<file path="config.mk">
export PLATFORM = sky130hd
export DESIGN_NAME = nfc_latch_cycle_sequencer_flat
export DESIGN_NICKNAME = d
export VERILOG_FILES = /design/src/rtl/nfc_phy_pkg.sv /design/src/rtl/nfc_latch_cycle_sequencer_if.sv /design/src/rtl/nfc_phase_timer.sv /design/src/rtl/nfc_latch_cycle_sequencer.sv /design/src/flat_wrapper.sv
export SDC_FILE = /design/constraint.sdc
export NUM_CORES = 1
export LEC_CHECK = 0
export ABC_AREA = 1
export ABC_CLOCK_PERIOD_IN_PS = 2600
export CAP_MARGIN = 20
export CELL_PAD_IN_SITES_DETAIL_PLACEMENT = 1
export CELL_PAD_IN_SITES_GLOBAL_PLACEMENT = 2
export CORE_ASPECT_RATIO = 0.7
export CORE_MARGIN = 10
export CORE_UTILIZATION = 26
export CTS_CLUSTER_DIAMETER = 40
export DETAILED_ROUTE_END_ITERATION = 12
export GPL_ROUTABILITY_DRIVEN = 0
export HOLD_SLACK_MARGIN = 0.06
export PLACE_DENSITY_LB_ADDON = 0.1
export REMOVE_ABC_BUFFERS = 1
export SLEW_MARGIN = 20
export SYNTH_ARGS = -nofsm -noshare
export SYNTH_HDL_FRONTEND = slang
export SYNTH_SLANG_ARGS = --single-unit
</file>
<file path="constraint.sdc">
create_clock -name iSystemClock -period 2.6 [get_ports iSystemClock]
set_input_delay 0.39 -clock iSystemClock [delete_from_list [all_inputs] [get_ports iSystemClock]]
set_output_delay 0.39 -clock iSystemClock [all_outputs]
set_load 0.01 [all_outputs]
</file>
<file path="src/rtl/nfc_phy_pkg.sv">
// Shared types and PO bus constants for the NFC SDR latch cycle sequencer.
package nfc_phy_pkg;

  typedef enum logic [2:0] {
    IDLE,
    SETUP,
    WE_LOW,
    WE_HIGH,
    HOLD,
    RELEASE
  } latchState_t;

  localparam int unsigned PO_DQ_WIDTH   = 32;
  localparam int unsigned PO_DQS_WIDTH  = 8;
  localparam int unsigned PO_CTRL_WIDTH = 4;

  localparam logic [PO_CTRL_WIDTH-1:0] PO_WE_IDLE = 4'hF;
  localparam logic [PO_CTRL_WIDTH-1:0] PO_RE_IDLE = 4'hF;
  localparam logic [PO_CTRL_WIDTH-1:0] PO_LE_ON   = 4'hF;

  // One latched byte request as held through its latch cycle.
  typedef struct packed {
    logic       isAddress;
    logic       isLast;
    logic [7:0] data;
  } latchCmd_t;

  function automatic int unsigned maxOf4(input int unsigned a, input int unsigned b,
                                         input int unsigned c, input int unsigned d);
    int unsigned m;
    m = a;
    if (b > m) m = b;
    if (c > m) m = c;
    if (d > m) m = d;
    return m;
  endfunction

  // Byte on both ODDR rising-edge lanes, falling-edge lanes zero.
  function automatic logic [PO_DQ_WIDTH-1:0] formatDq(input logic [7:0] data);
    return {8'h00, data, 8'h00, data};
  endfunction

endpackage

</file>
<file path="src/rtl/nfc_latch_cycle_sequencer_if.sv">
// Byte-request handshake between a command issuer and the latch cycle sequencer.
interface nfc_latch_cycle_sequencer_if #(
  parameter int unsigned NumberOfWays = 4
);
  logic                    iLatchValid;
  logic                    oLatchReady;
  logic                    iLatchIsAddress;
  logic [7:0]              iLatchByte;
  logic [NumberOfWays-1:0] iTargetWay;
  logic                    iLatchLast;

  modport master (
    output iLatchValid, iLatchIsAddress, iLatchByte, iTargetWay, iLatchLast,
    input  oLatchReady
  );

  modport slave (
    input  iLatchValid, iLatchIsAddress, iLatchByte, iTargetWay, iLatchLast,
    output oLatchReady
  );
endinterface

</file>
<file path="src/rtl/nfc_phase_timer.sv">
// Loadable down-counter timing each latch phase; expired is registered alongside the value.
module nfc_phase_timer #(
  parameter int unsigned Width = 2
) (
  input  logic             iSystemClock,
  input  logic             iModuleReset,
  input  logic             iLoad,
  input  logic [Width-1:0] iLoadValue,
  output logic [Width-1:0] oValue,
  output logic             oExpired
);

  always_ff @(posedge iSystemClock) begin
    if (iModuleReset) begin
      oValue   <= '0;
      oExpired <= 1'b1;
    end else if (iLoad) begin
      oValue   <= iLoadValue;
      oExpired <= (iLoadValue == '0);
    end else if (oValue != '0) begin
      oValue   <= oValue - Width'(1);
      oExpired <= (oValue == Width'(1));
    end
  end

endmodule

</file>
<file path="src/rtl/nfc_latch_cycle_sequencer.sv">
// SDR command/address latch sequencer: turns each accepted byte into one NAND WE# latch
// cycle and presents pre-formatted, registered PO_* buses to the ODDR output stage.
module nfc_latch_cycle_sequencer
  import nfc_phy_pkg::*;
#(
  parameter int unsigned NumberOfWays = 4,
  parameter int unsigned SetupCycles  = 1,
  parameter int unsigned WPCycles     = 2,
  parameter int unsigned WHCycles     = 2,
  parameter int unsigned HoldCycles   = 1
) (
  input  logic                          iSystemClock,
  input  logic                          iModuleReset,
  nfc_latch_cycle_sequencer_if.slave    latchIf,
  output logic                          oBusy,
  output logic                          oLatchDone,
  output logic                          oWayError,
  output logic                          oDQSOutEnable,
  output logic                          oDQOutEnable,
  output logic [PO_DQS_WIDTH-1:0]       oPO_DQStrobe,
  output logic [PO_DQ_WIDTH-1:0]        oPO_DQ,
  output logic [2*NumberOfWays-1:0]     oPO_ChipEnable,
  output logic [PO_CTRL_WIDTH-1:0]      oPO_ReadEnable,
  output logic [PO_CTRL_WIDTH-1:0]      oPO_WriteEnable,
  output logic [PO_CTRL_WIDTH-1:0]      oPO_AddressLatchEnable,
  output logic [PO_CTRL_WIDTH-1:0]      oPO_CommandLatchEnable
);

  localparam int unsigned MaxCycles  = maxOf4(SetupCycles, WPCycles, WHCycles, HoldCycles);
  localparam int unsigned PhaseWidth = $clog2(MaxCycles + 1);
  localparam int unsigned CeWidth    = 2 * NumberOfWays;

  localparam logic [PhaseWidth-1:0] SetupLoad = PhaseWidth'(SetupCycles - 1);
  localparam logic [PhaseWidth-1:0] WPLoad    = PhaseWidth'(WPCycles - 1);
  localparam logic [PhaseWidth-1:0] WHLoad    = PhaseWidth'(WHCycles - 1);
  localparam logic [PhaseWidth-1:0] HoldLoad  = PhaseWidth'(HoldCycles - 1);

  latchState_t             state, nextState;
  latchCmd_t               rCmd, nextCmd;
  logic [NumberOfWays-1:0] rWay, nextWay;
  logic                    rPending, nextPending;

  logic                    phaseLoad;
  logic [PhaseWidth-1:0]   phaseLoadValue;
  logic [PhaseWidth-1:0]   phaseValue;
  logic                    phaseExpired;

  logic                    accept, wayZero, wayChange, ceOpen, lastHoldNext;
  logic                    nReady, nBusy, nDone, nWayError, nDqOe;
  logic [PO_DQ_WIDTH-1:0]  nDq;
  logic [CeWidth-1:0]      nCe;
  logic [PO_CTRL_WIDTH-1:0] nWe, nAle, nCle;

  nfc_phase_timer #(.Width(PhaseWidth)) uPhaseTimer (
    .iSystemClock (iSystemClock),
    .iModuleReset (iModuleReset),
    .iLoad        (phaseLoad),
    .iLoadValue   (phaseLoadValue),
    .oValue       (phaseValue),
    .oExpired     (phaseExpired)
  );

  assign accept    = latchIf.iLatchValid & latchIf.oLatchReady;
  assign wayZero   = (latchIf.iTargetWay == '0);
  assign wayChange = (latchIf.iTargetWay != rWay);
  assign ceOpen    = (oPO_ChipEnable != '1);

  assign oDQSOutEnable  = 1'b0;
  assign oPO_DQStrobe   = '0;
  assign oPO_ReadEnable = PO_RE_IDLE;

  // Next state, request capture, and next registered output values.
  always_comb begin
    nextState      = state;
    nextCmd        = rCmd;
    nextWay        = rWay;
    nextPending    = rPending;
    phaseLoad      = 1'b0;
    phaseLoadValue = '0;
    nWayError      = 1'b0;

    unique case (state)
      IDLE: begin
        if (accept) begin
          if (wayZero) begin
            nWayError = 1'b1;
          end else begin
            nextCmd.isAddress = latchIf.iLatchIsAddress;
            nextCmd.isLast    = latchIf.iLatchLast;
            nextCmd.data      = latchIf.iLatchByte;
            nextWay           = latchIf.iTargetWay;
            if (ceOpen && wayChange) begin
              nextState   = RELEASE;
              nextPending = 1'b1;
            end else begin
              nextState      = SETUP;
              phaseLoad      = 1'b1;
              phaseLoadValue = SetupLoad;
            end
          end
        end
      end
      SETUP: begin
        if (phaseExpired) begin
          nextState      = WE_LOW;
          phaseLoad      = 1'b1;
          phaseLoadValue = WPLoad;
        end
      end
      WE_LOW: begin
        if (phaseExpired) begin
          nextState      = WE_HIGH;
          phaseLoad      = 1'b1;
          phaseLoadValue = WHLoad;
        end
      end
      WE_HIGH: begin
        if (phaseExpired) begin
          nextState      = HOLD;
          phaseLoad      = 1'b1;
          phaseLoadValue = HoldLoad;
        end
      end
      HOLD: begin
        if (phaseExpired) begin
          if (rCmd.isLast) begin
            nextState = RELEASE;
          end else if (accept && wayZero) begin
            nWayError = 1'b1;
            nextState = IDLE;
          end else if (accept) begin
            nextCmd.isAddress = latchIf.iLatchIsAddress;
            nextCmd.isLast    = latchIf.iLatchLast;
            nextCmd.data      = latchIf.iLatchByte;
            nextWay           = latchIf.iTargetWay;
            if (wayChange) begin
              nextState   = RELEASE;
              nextPending = 1'b1;
            end else begin
              nextState      = SETUP;
              phaseLoad      = 1'b1;
              phaseLoadValue = SetupLoad;
            end
          end else begin
            nextState = IDLE;
          end
        end
      end
      RELEASE: begin
        if (rPending) begin
          nextState      = SETUP;
          nextPending    = 1'b0;
          phaseLoad      = 1'b1;
          phaseLoadValue = SetupLoad;
        end else begin
          nextState = IDLE;
        end
      end
      default: nextState = IDLE;
    endcase

    // The cycle after this edge is the final HOLD cycle of the byte.
    lastHoldNext = (nextState == HOLD) &&
                   ((state == HOLD) ? (phaseValue == PhaseWidth'(1)) : (HoldLoad == '0));
    nBusy  = (nextState != IDLE);
    nDone  = lastHoldNext;
    nReady = (nextState == IDLE) || (lastHoldNext && !nextCmd.isLast);

    nWe   = PO_WE_IDLE;
    nDqOe = 1'b0;
    nDq   = oPO_DQ;
    nCe   = oPO_ChipEnable;
    nAle  = '0;
    nCle  = '0;
    unique case (nextState)
      SETUP, WE_LOW, WE_HIGH, HOLD: begin
        nCe  = ~{2{nextWay}};
        nCle = nextCmd.isAddress ? '0 : PO_LE_ON;
        nAle = nextCmd.isAddress ? PO_LE_ON : '0;
        if (nextState != HOLD) begin
          nDqOe = 1'b1;
          nDq   = formatDq(nextCmd.data);
        end
        if (nextState == WE_LOW) nWe = '0;
      end
      RELEASE: nCe = '1;
      default: ;
    endcase
  end

  always_ff @(posedge iSystemClock) begin
    if (iModuleReset) begin
      state                  <= IDLE;
      rCmd                   <= '0;
      rWay                   <= '0;
      rPending               <= 1'b0;
      latchIf.oLatchReady    <= 1'b1;
      oBusy                  <= 1'b0;
      oLatchDone             <= 1'b0;
      oWayError              <= 1'b0;
      oDQOutEnable           <= 1'b0;
      oPO_DQ                 <= '0;
      oPO_ChipEnable         <= '1;
      oPO_WriteEnable        <= PO_WE_IDLE;
      oPO_AddressLatchEnable <= '0;
      oPO_CommandLatchEnable <= '0;
    end else begin
      state                  <= nextState;
      rCmd                   <= nextCmd;
      rWay                   <= nextWay;
      rPending               <= nextPending;
      latchIf.oLatchReady    <= nReady;
      oBusy                  <= nBusy;
      oLatchDone             <= nDone;
      oWayError              <= nWayError;
      oDQOutEnable           <= nDqOe;
      oPO_DQ                 <= nDq;
      oPO_ChipEnable         <= nCe;
      oPO_WriteEnable        <= nWe;
      oPO_AddressLatchEnable <= nAle;
      oPO_CommandLatchEnable <= nCle;
    end
  end

endmodule
</file>
<file path="src/flat_wrapper.sv">
// flat-port wrapper written by rule: the top's interface ports become plain ports
module nfc_latch_cycle_sequencer_flat import nfc_phy_pkg::*;
#(
  parameter int unsigned NumberOfWays = 4,
  parameter int unsigned SetupCycles  = 1,
  parameter int unsigned WPCycles     = 2,
  parameter int unsigned WHCycles     = 2,
  parameter int unsigned HoldCycles   = 1
)
  (iSystemClock, iModuleReset, oBusy, oLatchDone, oWayError, oDQSOutEnable, oDQOutEnable, oPO_DQStrobe, oPO_DQ, oPO_ChipEnable, oPO_ReadEnable, oPO_WriteEnable, oPO_AddressLatchEnable, oPO_CommandLatchEnable, latchIf_iLatchValid, latchIf_iLatchIsAddress, latchIf_iLatchByte, latchIf_iTargetWay, latchIf_iLatchLast, latchIf_oLatchReady);
  nfc_latch_cycle_sequencer_if #(.NumberOfWays(NumberOfWays)) latchIf_i ();
  input  logic iSystemClock;
  input  logic iModuleReset;
  output logic oBusy;
  output logic oLatchDone;
  output logic oWayError;
  output logic oDQSOutEnable;
  output logic oDQOutEnable;
  output logic [PO_DQS_WIDTH-1:0] oPO_DQStrobe;
  output logic [PO_DQ_WIDTH-1:0] oPO_DQ;
  output logic [2*NumberOfWays-1:0] oPO_ChipEnable;
  output logic [PO_CTRL_WIDTH-1:0] oPO_ReadEnable;
  output logic [PO_CTRL_WIDTH-1:0] oPO_WriteEnable;
  output logic [PO_CTRL_WIDTH-1:0] oPO_AddressLatchEnable;
  output logic [PO_CTRL_WIDTH-1:0] oPO_CommandLatchEnable;
  input wire logic [$bits(latchIf_i.iLatchValid)-1:0] latchIf_iLatchValid;
  input wire logic [$bits(latchIf_i.iLatchIsAddress)-1:0] latchIf_iLatchIsAddress;
  input wire logic [$bits(latchIf_i.iLatchByte)-1:0] latchIf_iLatchByte;
  input wire logic [$bits(latchIf_i.iTargetWay)-1:0] latchIf_iTargetWay;
  input wire logic [$bits(latchIf_i.iLatchLast)-1:0] latchIf_iLatchLast;
  output wire logic [$bits(latchIf_i.oLatchReady)-1:0] latchIf_oLatchReady;
  assign latchIf_i.iLatchValid = latchIf_iLatchValid;
  assign latchIf_i.iLatchIsAddress = latchIf_iLatchIsAddress;
  assign latchIf_i.iLatchByte = latchIf_iLatchByte;
  assign latchIf_i.iTargetWay = latchIf_iTargetWay;
  assign latchIf_i.iLatchLast = latchIf_iLatchLast;
  assign latchIf_oLatchReady = latchIf_i.oLatchReady;
  nfc_latch_cycle_sequencer #(.NumberOfWays(NumberOfWays), .SetupCycles(SetupCycles), .WPCycles(WPCycles), .WHCycles(WHCycles), .HoldCycles(HoldCycles)) u_core (.iSystemClock(iSystemClock), .iModuleReset(iModuleReset), .latchIf(latchIf_i), .oBusy(oBusy), .oLatchDone(oLatchDone), .oWayError(oWayError), .oDQSOutEnable(oDQSOutEnable), .oDQOutEnable(oDQOutEnable), .oPO_DQStrobe(oPO_DQStrobe), .oPO_DQ(oPO_DQ), .oPO_ChipEnable(oPO_ChipEnable), .oPO_ReadEnable(oPO_ReadEnable), .oPO_WriteEnable(oPO_WriteEnable), .oPO_AddressLatchEnable(oPO_AddressLatchEnable), .oPO_CommandLatchEnable(oPO_CommandLatchEnable));
endmodule
</file>
After elaboration in Yosys (flattened, before gate mapping)
Index checks and enable logic that the tools add are counted.
{"block": "totals", "output_inout_bits": 70, "register_bits": 62}
{"block": "op_classes", "eq_ne": 22, "addsub": 1, "n_mux": 65, "reduce_logical": 21, "bitwise_logic": 3}
{"cell": "10-bit 2-to-1 mux", "count": 6}
{"cell": "4-bit 2-to-1 mux", "count": 9}
{"cell": "3-bit 2-to-1 mux", "count": 11}
{"cell": "1-bit 2-to-1 mux", "count": 29}
{"cell": "10-bit one-hot mux with 2 select lines", "count": 1}
{"cell": "3-bit one-hot mux with 6 select lines", "count": 1}
{"cell": "8-bit one-hot mux with 2 select lines", "count": 1}
{"cell": "3-bit by 2-bit equality test with 1-bit output, second input constant", "count": 4}
{"cell": "3-bit equality test, second input constant", "count": 4}
{"cell": "9-bit AND reduction", "count": 1}
{"cell": "2-bit by 1-bit != test with 1-bit output, second input constant", "count": 4}
{"cell": "2-bit != test, second input constant", "count": 4}
{"cell": "8-bit != test, second input constant", "count": 1}
{"cell": "8-bit inverter", "count": 1}
{"cell": "4-bit one-hot mux with 2 select lines", "count": 1}
{"cell": "3-bit by 1-bit equality test with 1-bit output, second input constant", "count": 2}
{"cell": "3-bit zero test", "count": 2}
{"cell": "2-bit 2-to-1 mux", "count": 3}
{"cell": "2-bit nonzero test", "count": 3}
{"cell": "3-bit nonzero test", "count": 2}
{"cell": "1-bit logical AND", "count": 4}
{"cell": "4-bit zero test", "count": 1}
{"cell": "4-bit != test", "count": 1}
{"cell": "1-bit one-hot mux with 4 select lines", "count": 1}
{"cell": "14 further kinds", "count": 15}

Longest topological paths before layout
{"block": "depth", "word_depth": 11, "ltp_mapped": 12, "mapped_depth_nobuf": 12}

By module
Synthesis repeated with hierarchy kept, for this count alone.
{"block": "unflattened", "cells_unflattened": 354, "hier_area_um2": 2382.3}
{"mod": "nfc_latch_cycle_sequencer", "seq_area_each_um2": 760.7, "instances": 1, "cells_per_inst": 326, "area_each_um2": 2192.1}
{"mod": "nfc_phase_timer", "seq_area_each_um2": 60.1, "instances": 1, "cells_per_inst": 28, "area_each_um2": 190.2}

Least setup slack after synthesis
No wires, ideal clock.
{"block": "synth_path", "path_kind": "input port to flip-flop", "from": "input port latchIf_iTargetWay[1]", "to": "register u_core.oPO_ChipEnable[4]", "t_arrival_ns": 1.424, "setup_ns": 0.062, "required_ns": 2.538, "stages": 10, "slack_ns": 1.115, "path_buffers": 1, "cell_sequence": "nor2_1 > nand2_1 > nand2_2 > nor2_4 > nor2_4 > nand3_2 > buf_6 > nor2_8 > nand2_1 > nand3_1"}
{"block": "synth_between", "elab_chain_len": 10}
{"item": "start, declared", "line_no": "flat_wrapper.sv:29", "rtl": "input wire logic [$bits(latchIf_i.iTargetWay)-1:0] latchIf_iTargetWay;"}
{"item": "4-bit != test", "line_no": "nfc_latch_cycle_sequencer.sv:65", "rtl": "assign wayChange = (latchIf.iTargetWay != rWay);"}
{"item": "3-bit 2-to-1 mux", "line_no": "nfc_latch_cycle_sequencer.sv:136", "rtl": "if (wayChange) begin"}
{"item": "3-bit 2-to-1 mux", "line_no": "nfc_latch_cycle_sequencer.sv:131", "rtl": "end else if (accept) begin"}
{"item": "3-bit 2-to-1 mux", "line_no": "nfc_latch_cycle_sequencer.sv:128", "rtl": "end else if (accept && wayZero) begin"}
{"item": "3-bit 2-to-1 mux", "line_no": "nfc_latch_cycle_sequencer.sv:126", "rtl": "if (rCmd.isLast) begin"}
{"item": "3-bit 2-to-1 mux", "line_no": "nfc_latch_cycle_sequencer.sv:125", "rtl": "if (phaseExpired) begin"}
{"item": "3-bit one-hot mux with 6 select lines", "line_no": "nfc_latch_cycle_sequencer.sv:82", "rtl": "unique case (state)"}
{"item": "3-bit by 1-bit equality test with 1-bit output (tied with other cells)", "line_no": "nfc_latch_cycle_sequencer.sv:175", "rtl": "unique case (nextState)"}
{"item": "4-bit OR reduction", "line_no": "nfc_latch_cycle_sequencer.sv:175"}
{"item": "8-bit one-hot mux with 2 select lines or 2-bit nonzero test (tied branches)"}
{"item": "end signal, assigned", "line_no": "nfc_latch_cycle_sequencer.sv:218", "rtl": "oPO_ChipEnable <= nCe;"}
{"item": "end, declared", "line_no": "nfc_latch_cycle_sequencer.sv:22", "rtl": "output logic [2*NumberOfWays-1:0] oPO_ChipEnable,"}
Parallel ways exist; a longest one is shown, timed or not.
A chain may end at the register's enable or synchronous reset.

Final worst setup path
{"block": "layout_path", "from": "input port latchIf_iTargetWay[2]", "to": "register u_core.oPO_ChipEnable[3]"}
Same word-level chain as after synthesis.

==> flow_summary.yaml <==
sta:
  rsz0062_at_grt: "false"
  final.setup_skew_ps: 3.62
  slew_violations: 0
  max_freq_mhz: 473
  tns_ps: 0
  max_slew_margin_pct: 61.0
  finalHoldViolCount: 0
  worstMarginPinSlew_ps: 581
  fin_crit_ps: 2110
  setup_viol: 0
  post-route-period-util_pct: 81.3
routing:
  drt.antenna.violating_nets: 0
  num_vias: 2102
  wl_per_cell_microns: 13.5
  drt-total-wl_mm: 6.98
  via_per_inst: 4.06
  drcViolationCount: 0
  drtPass1Iterations: 4
  drt-initial-drc-count: 110
critical_path:
  critPathMaxFanout: 8
  endpoint_kind: "flop"
  cp.arrival_ps: 2270
  worst_setup_path_start_kind: "primary input"
  path_common_cell: "nand2_1"
  crit_chain: "clkdlybuf4s50_1 > nor2_1 > nand2_1 > nand2_2 > nor2_4 > nor2_4 > nand3_2 > inv_2 > nand2_1 > nand2_1 > nand3_1"
  cp.required_ps: 2750
  crit_slowest_cell: "clkdlybuf4s50_1"
  max_stage_delay_ps: 440
  critical_path_class: "in -> reg"
clock_network:
  cts_buffers: 5
  cts_buffer_depth: 2
  holdBufCountCts: 0
  clk_latency_ps: 290
  clock_sinks: 41
  cts_tree: "yes"
  h-tree-depth: 2
  clkTransAtPathRegs_ps: 60
  root_buffer: "clkbuf_16"
  cts_resized: 0
  cts_setup_buffers: 0
grt:
  antenna_found_initial: 0
  grt_max_degree: 21
  grt_pass1_vias: 2204
  grt_first_pass_wirelength_mm: 11.1
  overflow: 0
  grt_usage_pct: 10.0
pwr:
  power.leakage_nw: 1.43
  ir_worst_vdd_v: 0.000426
  p_per_area_nw_per_um2: 1360
synthesis:
  yosysSeqAreaShare_pct: 33.3
  yosysWarnings: 0
  synth-seq-cells: 41
  syn_area_per_cell_sq_um: 6.96
  synth_cells: 354
  syn_area_sq_um: 2460
  ys_types: 32
die:
  dieArea_sq_um: 13800
  core-area_sq_um: 9140
  row_count: 29
  ios: 87
  fp.dieW_microns: 136
  start_util_pct: 26.9
  die_h_microns: 101
run:
  drv_cap: 0
min_path:
  hold_path_class: "reg -> reg"
cells_and_area:
  fillCellCount: 1163
  layout_commonest_cell: "nand2_1"
  diodes: 0
  fin_nets: 412
  final_cell_mix: "95 x nand2_1, 57 x clkdlybuf4s50_1, 45 x nor2_1, 41 x dfxtp_1, 36 x inv_1"
  drive_gt1_share_pct: 10.2
  area_delta_synth_final_pct: 25.0
  fin_cells: 518
place:
  hpwl_mm: 5.66
  placedCellCount: 510
  port_buffers: 57
outcome:
  status: "finished clean"
## sequential cells by signal, summed over array words and instances, names as in the netlist, 2 cells and up
signal,count
u_core.rCmd,10
u_core.oPO_DQ,8
u_core.oPO_ChipEnable,4
u_core.rWay,4
u_core.state,3
u_core.uPhaseTimer.oValue,2
## worst max-delay path: cells and delay by family
kind	cells	cell delay, ps
buf+inv	2	610
simple gates	9	1240
## metal layers
metal	GRT usage (%)	vias to the layer above	part of all wire, %	routed length, microns
met5	0	-	0	0
met4	2.69	0	0.83	58
met3	2.97	7	6.4	444
met2	14.9	54	41	2870
met1	13.8	960	52	3610
li1	-	1081	-	-
## cell usage after synthesis, drive strengths merged
cell type  count  area, sq um
nor2          54          279
clkinv         1         3.75
o32ai          3         26.3
o21ai          5         25.0
clkbuf         2         7.51
conb           2         7.51
inv           43          164
or2            2         12.5
o21a           1         7.51
ha             2         25.0
nor4           1         6.26
xnor2          1         8.76
a31oi          1         6.26
nor3           2         10.0
buf           54          410
a41oi          1         8.76
nand4          3         18.8
dfxtp         41          821
nand2        101          404
nand3         29          185
a21oi          5         25.0
## power breakdown
part	total [W]	internal [W]	switching, W
clock	0.000743	0.000479	0.000264
sequential	0.000978	0.000838	0.000139
combinational	0.00245	0.000975	0.00148
total	0.00418	0.00229	0.00188
## metrics by stage
stage | power [W] | hold WS, ps | area [sq um] | util (%) | setup WS (ps)
2_1_floorplan | 0.00256 | 437 | 2150 | - | 878
3_3_place_gp | 0.00347 | 465 | 2900 | 31.7 | 225
3_5_place_dp | 0.00349 | 483 | 2900 | 31.7 | 164
4_1_cts | 0.00426 | 498 | 3080 | 33.7 | 465
5_1_grt | 0.00462 | 527 | 3080 | 33.7 | 236
6_report | 0.00418 | 493 | 3080 | 33.7 | 487
## final timing paths
kind                                                  from                                     endpoint  slack (ps)  cells past startpoint
setup / recovery                     latchIf_iTargetWay[2]        u_core.oPO_ChipEnable[3]$_SDFFE_PP1P_         490                     11
hold / removal                u_core.rPending$_SDFFE_PP0P_                 u_core.rPending$_SDFFE_PP0P_         490                      2
hold reg to reg               u_core.rPending$_SDFFE_PP0P_                 u_core.rPending$_SDFFE_PP0P_         490                      2
setup reg to reg  u_core.uPhaseTimer.oExpired$_SDFFE_PP1P_  u_core.oPO_AddressLatchEnable[2]$_SDFF_PP0_         750                      8
## cell families (layout without fill, tap and decap cells)
group | Yosys count | after routing | synth area share [%]
simple gates | 192 | 192 | 37.2
buf+inv | 100 | 113 | 23.8
flops | 41 | 41 | 33.3
compound gates | 16 | 16 | 4.01
fa+ha+maj | 2 | 2 | 1.02
other cells | 2 | 29 | 0.305
xor+xnor | 1 | 1 | 0.356
## final cells by class
cell class | count | area (sq um) | share of cell area [%]
multi-input cells | 240 | 1160 | 37.6
well taps | 124 | 155 | 5.04
clock inverters | 2 | 37.5 | 1.22
clock buffers | 6 | 139 | 4.51
flip-flops and latches | 41 | 821 | 26.7
repair buffers | 61 | 601 | 19.5
inverters | 44 | 168 | 5.45
Note: power is estimated with default switching activity, not from simulation.
